[src/rtl/register_bank.sv]
// rtl/register_bank.sv - parametrised register array with bypassed dual read ports and a zeroing scrub engine
//
// Purpose:
//   NUM_REGS x DATA_WIDTH register array with one write port, two
//   combinational read ports (write-through bypass), an optional
//   hardwired-zero R0, and a sequential scrub engine that zeroes the array
//   one register per cycle.
//
// Ports:
//   clock        - rising-edge clock for all state
//   clear        - synchronous active-low reset (registers <= INIT, FSM idle)
//   enable       - write enable (dropped while busy)
//   write_addr   - write register index
//   BusMuxOut    - write data
//   read_addr_a  - read port A index
//   read_addr_b  - read port B index
//   BusMuxIn_A   - read port A data
//   BusMuxIn_B   - read port B data
//   scrub_start  - request a full-array zero scrub (ignored while busy)
//   busy         - scrub in progress
//   scrub_done   - one-cycle pulse after the last register is zeroed

module register_bank #(
  parameter int                    DATA_WIDTH = 32,
  parameter int                    NUM_REGS   = 16,
  parameter int                    ADDR_WIDTH = 4,
  parameter bit                    R0_ZERO    = 1'b1,
  parameter logic [DATA_WIDTH-1:0] INIT       = '0
) (
  input  logic                  clock,
  input  logic                  clear,
  input  logic                  enable,
  input  logic [ADDR_WIDTH-1:0] write_addr,
  input  logic [DATA_WIDTH-1:0] BusMuxOut,
  input  logic [ADDR_WIDTH-1:0] read_addr_a,
  input  logic [ADDR_WIDTH-1:0] read_addr_b,
  output logic [DATA_WIDTH-1:0] BusMuxIn_A,
  output logic [DATA_WIDTH-1:0] BusMuxIn_B,
  input  logic                  scrub_start,
  output logic                  busy,
  output logic                  scrub_done
);

  // One extra bit so NUM_REGS == 2**ADDR_WIDTH is representable.
  localparam logic [ADDR_WIDTH:0]   REG_COUNT = (ADDR_WIDTH+1)'(NUM_REGS);
  localparam logic [ADDR_WIDTH-1:0] LAST_PTR  = ADDR_WIDTH'(NUM_REGS - 1);

  typedef enum logic [1:0] {
    IDLE  = 2'd0,
    SCRUB = 2'd1,
    DONE  = 2'd2
  } state_t;

  state_t                state;
  state_t                next_state;
  logic [ADDR_WIDTH-1:0] scrub_ptr;
  logic [DATA_WIDTH-1:0] regs [NUM_REGS];

  logic wr_in_range;
  logic wr_masked_r0;
  logic write_ok;
  logic a_zero;
  logic b_zero;

  // Outputs decode state only, so they carry no input-to-output path.
  assign busy       = (state == SCRUB);
  assign scrub_done = (state == DONE);

  assign wr_in_range  = ({1'b0, write_addr} < REG_COUNT);
  assign wr_masked_r0 = R0_ZERO && (write_addr == '0);
  // Single qualifier shared by the array update and both bypass paths,
  // so a dropped write can never show up on a read port.
  assign write_ok     = enable && !busy && wr_in_range && !wr_masked_r0;

  assign a_zero = ({1'b0, read_addr_a} >= REG_COUNT) || (R0_ZERO && (read_addr_a == '0));
  assign b_zero = ({1'b0, read_addr_b} >= REG_COUNT) || (R0_ZERO && (read_addr_b == '0));

  // Zero rules outrank bypass; bypass outranks stored contents.
  always_comb begin
    BusMuxIn_A = '0;
    if (a_zero) begin
      BusMuxIn_A = '0;
    end else if (write_ok && (write_addr == read_addr_a)) begin
      BusMuxIn_A = BusMuxOut;
    end else begin
      BusMuxIn_A = regs[read_addr_a];
    end
  end

  always_comb begin
    BusMuxIn_B = '0;
    if (b_zero) begin
      BusMuxIn_B = '0;
    end else if (write_ok && (write_addr == read_addr_b)) begin
      BusMuxIn_B = BusMuxOut;
    end else begin
      BusMuxIn_B = regs[read_addr_b];
    end
  end

  always_comb begin
    next_state = state;
    case (state)
      IDLE, DONE: begin
        if (scrub_start) begin
          next_state = SCRUB;
        end else begin
          next_state = IDLE;
        end
      end
      SCRUB: begin
        if (scrub_ptr == LAST_PTR) begin
          next_state = DONE;
        end
      end
      default: next_state = IDLE;
    endcase
  end

  always_ff @(posedge clock) begin
    if (!clear) begin
      state     <= IDLE;
      scrub_ptr <= '0;
      for (int i = 0; i < NUM_REGS; i++) begin
        regs[i] <= INIT;
      end
    end else begin
      state <= next_state;
      if (state == SCRUB) begin
        regs[scrub_ptr] <= '0;
        // Hold at the terminal index; the next scrub reloads from zero.
        if (scrub_ptr != LAST_PTR) begin
          scrub_ptr <= scrub_ptr + 1'b1;
        end
      end else begin
        if (scrub_start) begin
          scrub_ptr <= '0;
        end
        if (write_ok) begin
          regs[write_addr] <= BusMuxOut;
        end
      end
    end
  end

endmodule

[config.mk]
export PLATFORM = sky130hd
export DESIGN_NAME = register_bank
export DESIGN_NICKNAME = d
export VERILOG_FILES = /design/src/rtl/register_bank.sv
export SDC_FILE = /design/constraint.sdc
export NUM_CORES = 1
export LEC_CHECK = 0
export BUFFER_PORTS_ARGS = -buffer_cell sky130_fd_sc_hd__buf_4
export CORE_ASPECT_RATIO = 1.5
export CORE_MARGIN = 2
export CORE_UTILIZATION = 35
export CTS_CLUSTER_SIZE = 24
export DETAILED_ROUTE_END_ITERATION = 6
export GPL_TIMING_DRIVEN = 0
export PLACE_DENSITY = 0.57
export SLEW_MARGIN = 20
export SYNTH_ARGS = -nofsm -noshare
export SYNTH_HDL_FRONTEND = slang
export SYNTH_SLANG_ARGS = --single-unit
[constraint.sdc]
create_clock -name clock -period 5.3 [get_ports clock]
set_clock_uncertainty 0.2 [all_clocks]
set_input_delay 0.53 -clock clock [delete_from_list [all_inputs] [get_ports clock]]
set_output_delay 0.53 -clock clock [all_outputs]
set_load 0.02 [all_outputs]
After elaboration in Yosys (flattened, before gate mapping)
Memory sizes are Yosys's and may differ from the RTL's.
Cells that the tools add are included.

word-level totals
  register bits = 6
  memory bits (writable) = 512
  input port bits = 48
  output and inout bits = 66
  word-level logic and storage cells = 51
  memories kept = 1

cells by class
  add/sub/neg operators = 1
  equality and inequality tests = 8
  muxes and demuxes = 24
  reduce and logical (&&, ||, !) cells = 15

memory list
  memory  depth  bits a word  read ports  clocked after Yosys merged registers in  write ports  RTL line  source
  regs    16     32           2           0                                        16           57        logic [DATA_WIDTH-1:0] regs [NUM_REGS];

operators by type and width
  kind                                                    count
  two-way mux 32 bit                                      6
  OR reduction 32 bit                                     2
  two-way mux 4 bit                                       5
  zero test 4 bit                                         3
  two-way mux 1 bit                                       11
  == test 4 bit                                           2
  adder 4 x 1 -> 4 bit (second input constant)            1
  == test 4 bit (second input constant)                   1
  logical AND 1 bit                                       4
  inequality test 2 x 1 -> 1 bit (second input constant)  2
  inequality test 4 bit (second input constant)           1
  one-hot mux 2 bit (2 select lines)                      1
  == test 2 x 1 -> 1 bit (second input constant)          1
  == test 2 bit (second input constant)                   1
  zero test 1 bit                                         2
  zero test 2 bit                                         1
  two-way mux 2 bit                                       1
  AND reduction 2 bit                                     1
  nonzero test 2 bit                                      1
  OR reduction 2 bit                                      1

Longest topological paths before layout
Gate-level depths: netlist (run 1).

  word-level depth = 10
  depth in mapped cells = 8
  depth with buffers taken out = 5

Worst setup path after synthesis (run 1)
Ideal clock, no wire load.

  path type = input port to flip-flop
  start = input write_addr[0]
  end = memory regs[15][0] (enable)
  data arrival time = 3.913 ns
  path slack = 0.722 ns
  stages on the path = 5
  buffers on the path = 1
  cell sequence = buf_2 > or4_4 > nand4_4 > a32oi_1 > o21ai_0

RTL lines
  what                RTL line  source
  start: declaration  33        input logic [ADDR_WIDTH-1:0] write_addr,
  end: declaration    57

Worst setup path in the final report (run 1)
  start = input read_addr_a[1]
  end = output BusMuxIn_A[10]

between the ends
  longest elaborated chain between the ends = 4
  elaborated cells on any way between the ends = 6
  classes of those cells = eq/ne (1); mux (2); reduce/logical (2); memory (1)

ends and longest elaborated chain
  what                                                                          RTL line  source
  start: declaration                                                            35        input logic [ADDR_WIDTH-1:0] read_addr_a,
  parallel branches: the longest is 3 deep, another holds memory (16 x 32 bit)  --
  two-way mux 32 bit *                                                          81        if (a_zero) begin
  end: declaration                                                              37        output logic [DATA_WIDTH-1:0] BusMuxIn_A,

Mark *: on every way between the ends.

==> results of run 1 <==
## worst max-delay path by stage
| stage | from | endpoint | slack, ns |
|---|---|---|---|
| 6_report | read_addr_a[1] | BusMuxIn_A[10] | 0.57 |
| 3_5_place_dp | read_addr_a[1] | BusMuxIn_A[10] | 0.67 |
| 5_1_grt | read_addr_a[1] | BusMuxIn_A[18] | 0.60 |
| 3_3_place_gp | enable | regs[15][16] | -2.92 |
| 2_1_floorplan | write_addr[0] | regs[15][0] | 0.72 |
| 4_1_cts | read_addr_a[1] | BusMuxIn_A[10] | 0.75 |
## metrics by stage
stage	hold slack, ns	cells	cell area, um^2	power, mW
final	0.1420	3342	33270	10.15
after floorplan	0.2870	2070	28420	5.695
after global placement	0.3170	3207	30500	6.306
after global routing	0.1708	3338	33260	10.34
after detailed placement	0.3248	3241	31560	6.401
after CTS	0.1102	3337	33250	10.13
## cells in the final DEF (no fill, tap or decap), types with 27 or more instances in the layout
cell | Yosys | routed
mux4_2 | 256 | 256
buf_4 | 17 | 122
nor2_1 | 266 | 266
a32o_1 | 62 | 62
nand3b_1 | 63 | 63
clkbuf_16 | 0 | 55
conb_1 | 1 | 32
nand2b_1 | 67 | 67
and3_1 | 226 | 226
nand3_1 | 38 | 38
buf_2 | 61 | 63
clkbuf_1 | 135 | 143
nand2_1 | 162 | 162
buf_16 | 0 | 27
edfxtp_1 | 512 | 512
mux2i_1 | 69 | 68
## cell type report
class | count | area (um^2) | area share [%]
Antenna cell | 4 | 10.01 | 0.03009
Timing Repair Buffer | 141 | 1663 | 4.998
Clock inverter | 31 | 270.3 | 0.8123
Inverter | 5 | 18.77 | 0.05641
Clock buffer | 64 | 1410 | 4.238
Buffer | 230 | 1017 | 3.057
Multi-Input combinational cell | 1317 | 12100 | 36.35
Sequential cell | 518 | 15490 | 46.57
Tap cell | 1032 | 1291 | 3.881
## power breakdown
| part | internal (mW) | total [mW] | switching (mW) |
|---|---|---|---|
| Clock | 2.09 | 3.80 | 1.71 |
| Sequential | 4.67 | 4.75 | 0.0845 |
| Combinational | 0.643 | 1.59 | 0.950 |
| Total | 7.40 | 10.1 | 2.75 |
## routing by layer
layer / global-route usage [%] / vias to the layer above / routed length (um)
met5: 0 / - / 25
met4: 16.03 / 4 / 7606
met3: 6.442 / 396 / 11130
met2: 45.91 / 1505 / 55930
met1: 29.55 / 10810 / 37250
li1: - / 8361 / -
## critical path: stages
cell and delay (ns):
buf_2 0.30, buf_4 0.38, buf_4 0.38, xnor2_1 0.17, nand4_1 0.19, nor2_1 0.68
clkbuf_1 0.91, a32o_1 0.27, buf_4 0.16
## timing repair
item	CTS	global route
buffers inserted	0	0
hold buffers	1	0
endpoints found under the hold margin	1	0
## cell families after synthesis
family | after synthesis | share of synthesized area (%)
xor+xnor | 8 | 0.2476
simple gates | 844 | 15.09
compound gates | 100 | 3.060
other cells | 1 | 0.01325
buf+inv | 235 | 3.648
flops | 518 | 54.75
mux | 332 | 23.15
fa+ha+maj | 1 | 0.04421
## registers in the layout, summed over array words and instances, names as in the netlist
signal and count:
state 2, regs 512, scrub_ptr 4
==> flow_summary.toml, run 1 <==
[logic_synthesis]
synth_area_um2 = 28300
yosys_warnings = 0
avgSynthCellArea_um2 = 13.88
synthCells = 2039
ys_async_sr_fraction_pct = 0
yosysMostFrequentCell = "edfxtp_1"
synth_common_cells = "512 x edfxtp_1, 266 x nor2_1, 256 x mux4_2"
synth.top_cell.area_share_pct = 54.33
yosys-top-cells-area = "edfxtp_1 54%, mux4_2 20%, and3_1 5.0%, nor2_1 3.5%, mux2i_1 2.4%"
synth.largest_area_cell = "edfxtp_1"
ys_dominant_reg_cell = "edfxtp_1"
ys_seq_area_share_pct = 54.75
ys_ff_latch = 518
synth_edf_count = 512
synth_cell_types = 46

[detailed_routing]
drt_iter0_drc = 2846
detail-route-antenna-nets = 0
wirelength_um = 111900
drt-vias-per-instance = 6.307
drc = 0
vias = 21080
drtPass1Iterations = 5
drt-wirelength-per-cell_um = 33.49

[timing]
worst_pin_slew_ns = 1.132
min_period_ns = 4.733
finalHoldViolations = 0
slew_viol_final = 0
fin_ws_ns = 0.5673
fmax_mhz = 211.3
tns_ns = 0
setup_violations = 0
slew_headroom_pct = 24.54
min_period_over_period_pct = 89.30
rsz0062_at_grt = "false"

[clocking]
htree_levels = 2
clkLatencyLatePin_ns = 0.62
clkTransAtPathRegs_ns = 0.07
clk_path_buf_depth = 3
cts_made_buffers = 54
cts_resized = 0
cts_tree = "done"
cts_root_buffer = "clkbuf_16"
clkSinkCount = 518

[pwr]
power_density_nw_per_um2 = 305.0
p_leak_nw = 12.39
ir_drop_v = 0.0001796

[setup_path]
worstPathMaxFanout = 10
r2r_cells = 8
worstSetupStartpointType = "input port"
crit_path_end_kind = "primary output"
timing.rr.start = "state[1]"
required_ns = 4.57
r2r_slack_ns = 1.90
crit_type = "in2out"
critPathArrivalTime_ns = 4.00
r2r-end = "regs[4][16]"

[floorplanning]
die_x_um = 236.2
rows = 127
ios = 114
die_y_um = 352.3
die_area_um2 = 83190
initial_core_util_pct = 35.34
core_um2 = 80090

[finish]
fin_nets = 2316
area_growth_pct = 17.57
fillers = 7444
fin_util_pct = 41.54
drive_above_1_share_pct = 25.46

[global_route]
antenna_found_initial = 4
overflow = 0
grt_max_degree = 17
grt_use_total_pct = 26.56
grt_pass1_vias = 21990
grt_pass1_wl_um = 156800

[min_path]
hold_path_depth = 3
worstHoldStart = "BusMuxOut[5]"
hold_end = "regs[7][5]"
hold_path.class = "in2reg"

[placed_design]
preCtsSetupSlack_ns = 0.6688
dp_hpwl_um = 78910
io_buffers = 105
place_congestion = 0.9062

[status]
status = "finished clean"

[flow_run]
maxCapViolations = 0
Note: power is estimated with default switching activity, not from simulation.
==> run 2: changes to the inputs <==
--- a/config.mk
+++ b/config.mk
@@ -11,8 +11,9 @@
 export CORE_UTILIZATION = 35
 export CTS_CLUSTER_SIZE = 24
 export DETAILED_ROUTE_END_ITERATION = 6
+export GPL_ROUTABILITY_DRIVEN = 0
 export GPL_TIMING_DRIVEN = 0
-export PLACE_DENSITY = 0.57
+export PLACE_DENSITY = 0.59
 export SLEW_MARGIN = 20
 export SYNTH_ARGS = -nofsm -noshare
 export SYNTH_HDL_FRONTEND = slang
==> constraint.sdc (replaced) <==
create_clock -name clock -period 3.9 [get_ports clock]
set_clock_uncertainty 0.2 [all_clocks]
set_input_delay 0.39 -clock clock [delete_from_list [all_inputs] [get_ports clock]]
set_output_delay 0.39 -clock clock [all_outputs]
set_load 0.02 [all_outputs]
==> flow_summary.toml, run 2 (synthesis gave the netlist of run 1 again) <==
[status]
status = "finished with violations"
violations = "negative setup slack"

[global_route]
overflow = 0
grt_use_total_pct = 26.60
grt_max_degree = 17
grt_pass1_vias = 22180
grt_pass1_wl_um = 156800
antenna_found_initial = 9

[setup_path]
r2r_slack_ns = 0.38
required_ns = 3.31
crit_start = "read_addr_a[2]"
worstSetupStartpointType = "input port"
worstPathMaxFanout = 10
critical_path.endpoint = "BusMuxIn_A[28]"
crit_path_end_kind = "primary output"
r2r_cells = 8
critPathArrivalTime_ns = 3.32
crit_type = "in2out"
r2r-end = "regs[14][2]"
timing.rr.start = "state[1]"

[detailed_routing]
drt_iter0_drc = 2909
met2WireLength_um = 56420
wl_met3_um = 11170
drt-vias-per-instance = 6.326
vias = 21080
drtPass1Iterations = 6
wirelength_um = 112300
dr.max_layer_used = "met5"
drc = 0
wl_met1_um = 36980
drt-wirelength-per-cell_um = 33.69
detail-route-antenna-nets = 0

[clocking]
htree_levels = 2
clkSinkCount = 518
clkLatencyLatePin_ns = 0.60
clkTransAtPathRegs_ns = 0.06
cts_tree = "done"
clk_path_buf_depth = 3
cts_root_buffer = "clkbuf_16"
cts_made_buffers = 50
cts_setup_buffers = 0

[floorplanning]
die_x_um = 236.2
rows = 127
die_area_um2 = 83190
core_um2 = 80090
ios = 114
initial_core_util_pct = 35.34
die_y_um = 352.3

[timing]
fmax_mhz = 255.7
tns_ns = -0.01065
finalHoldViolations = 0
min_period_over_period_pct = 100.3
slew_viol_final = 0
fin_ws_ns = -0.01065
worst_pin_slew_ns = 1.213
rsz0062_at_grt = "false"
slew_headroom_pct = 17.51
min_period_ns = 3.911
setup_violations = 1

[pwr]
p_total_mw = 13.48
p_leak_nw = 12.34
power_density_nw_per_um2 = 406.9
ir_drop_v = 0.0003039

[finish]
fillers = 7428
largest_register_ffs = 512
mostFrequentLayoutCells = "512 x edfxtp_1, 264 x nor2_1, 256 x mux4_2, 226 x and3_1, 162 x nand2_1"
area_growth_pct = 17.07
final_common_cell = "edfxtp_1"
fin_cells = 3333
largest-register = "regs"
reg_top3 = "regs x512, scrub_ptr x4, state x2"
drive_above_1_share_pct = 25.53
fin_nets = 2310
seq_area_um2 = 15490
multi_input_area_um2 = 12090

[min_path]
hold_path.class = "in2reg"

[flow_run]
maxCapViolations = 0

[placed_design]
io_buffers = 105
dpl.cell_count = 3240
dp_hpwl_um = 78940
-- run 2: final cells by class --
class	instances	share of cell area (%)
multi-input combinational	1317	36.50
antenna	2	0.01511
buffer	230	3.131
inverter	5	0.05665
clock inverter	32	0.7666
tap	1032	3.897
clock buffer	58	3.867
sequential	518	46.77
timing repair buffer	139	5.000
-- run 2: per-stage QoR --
stage	instance area, um^2	util [%]	hold WS, ns	setup slack, ns
3_3_place_gp	30500	38.08	0.3161	-4.186
2_1_floorplan	28420	-	0.2870	-0.5609
4_1_cts	33120	41.35	0.01328	0.03092
6_report	33130	41.37	0.03214	-0.01065
3_5_place_dp	31550	39.40	0.3222	-0.2215
5_1_grt	33130	41.37	0.05482	0.08841
-- run 2: timing repair --
item	CTS	global route
endpoints found under the hold margin	4	0
cloned	0	0
endpoints found under the setup margin	47	43
resized for setup	8	2
hold buffers	1	0
-- run 2: worst max-delay path, stage by stage --
cell and delay [ns]:
buf_2 0.45, buf_2 0.48, buf_1 0.81, mux4_2 0.44
nand2_1 0.09, nand3b_1 0.09, a32o_1 0.34, buf_4 0.19
-- run 2: worst min path at each step --
stage	from	end	depth (start not counted)
after CTS	BusMuxOut[17]	regs[7][17]	3
after global routing	BusMuxOut[8]	regs[7][8]	3
after global placement	state[0]	state[1]	2
after detailed placement	state[0]	state[1]	2
final	BusMuxOut[8]	regs[7][8]	3
after floorplan	state[0]	state[1]	2
-- run 2: where the power goes --
part / switching (mW) / leakage (nW) / internal (mW) / total (mW)
sequential: 0.119 / 5.32 / 6.34 / 6.46
combinational: 1.30 / 6.25 / 0.875 / 2.17
clock: 2.24 / 0.762 / 2.61 / 4.85
-- run 2: routing by layer --
metal | vias up | global-route usage [%]
met5 | - | 0
met4 | 8 | 15.84
met3 | 426 | 5.847
met2 | 1595 | 46.38
met1 | 10710 | 29.73
li1 | 8349 | -
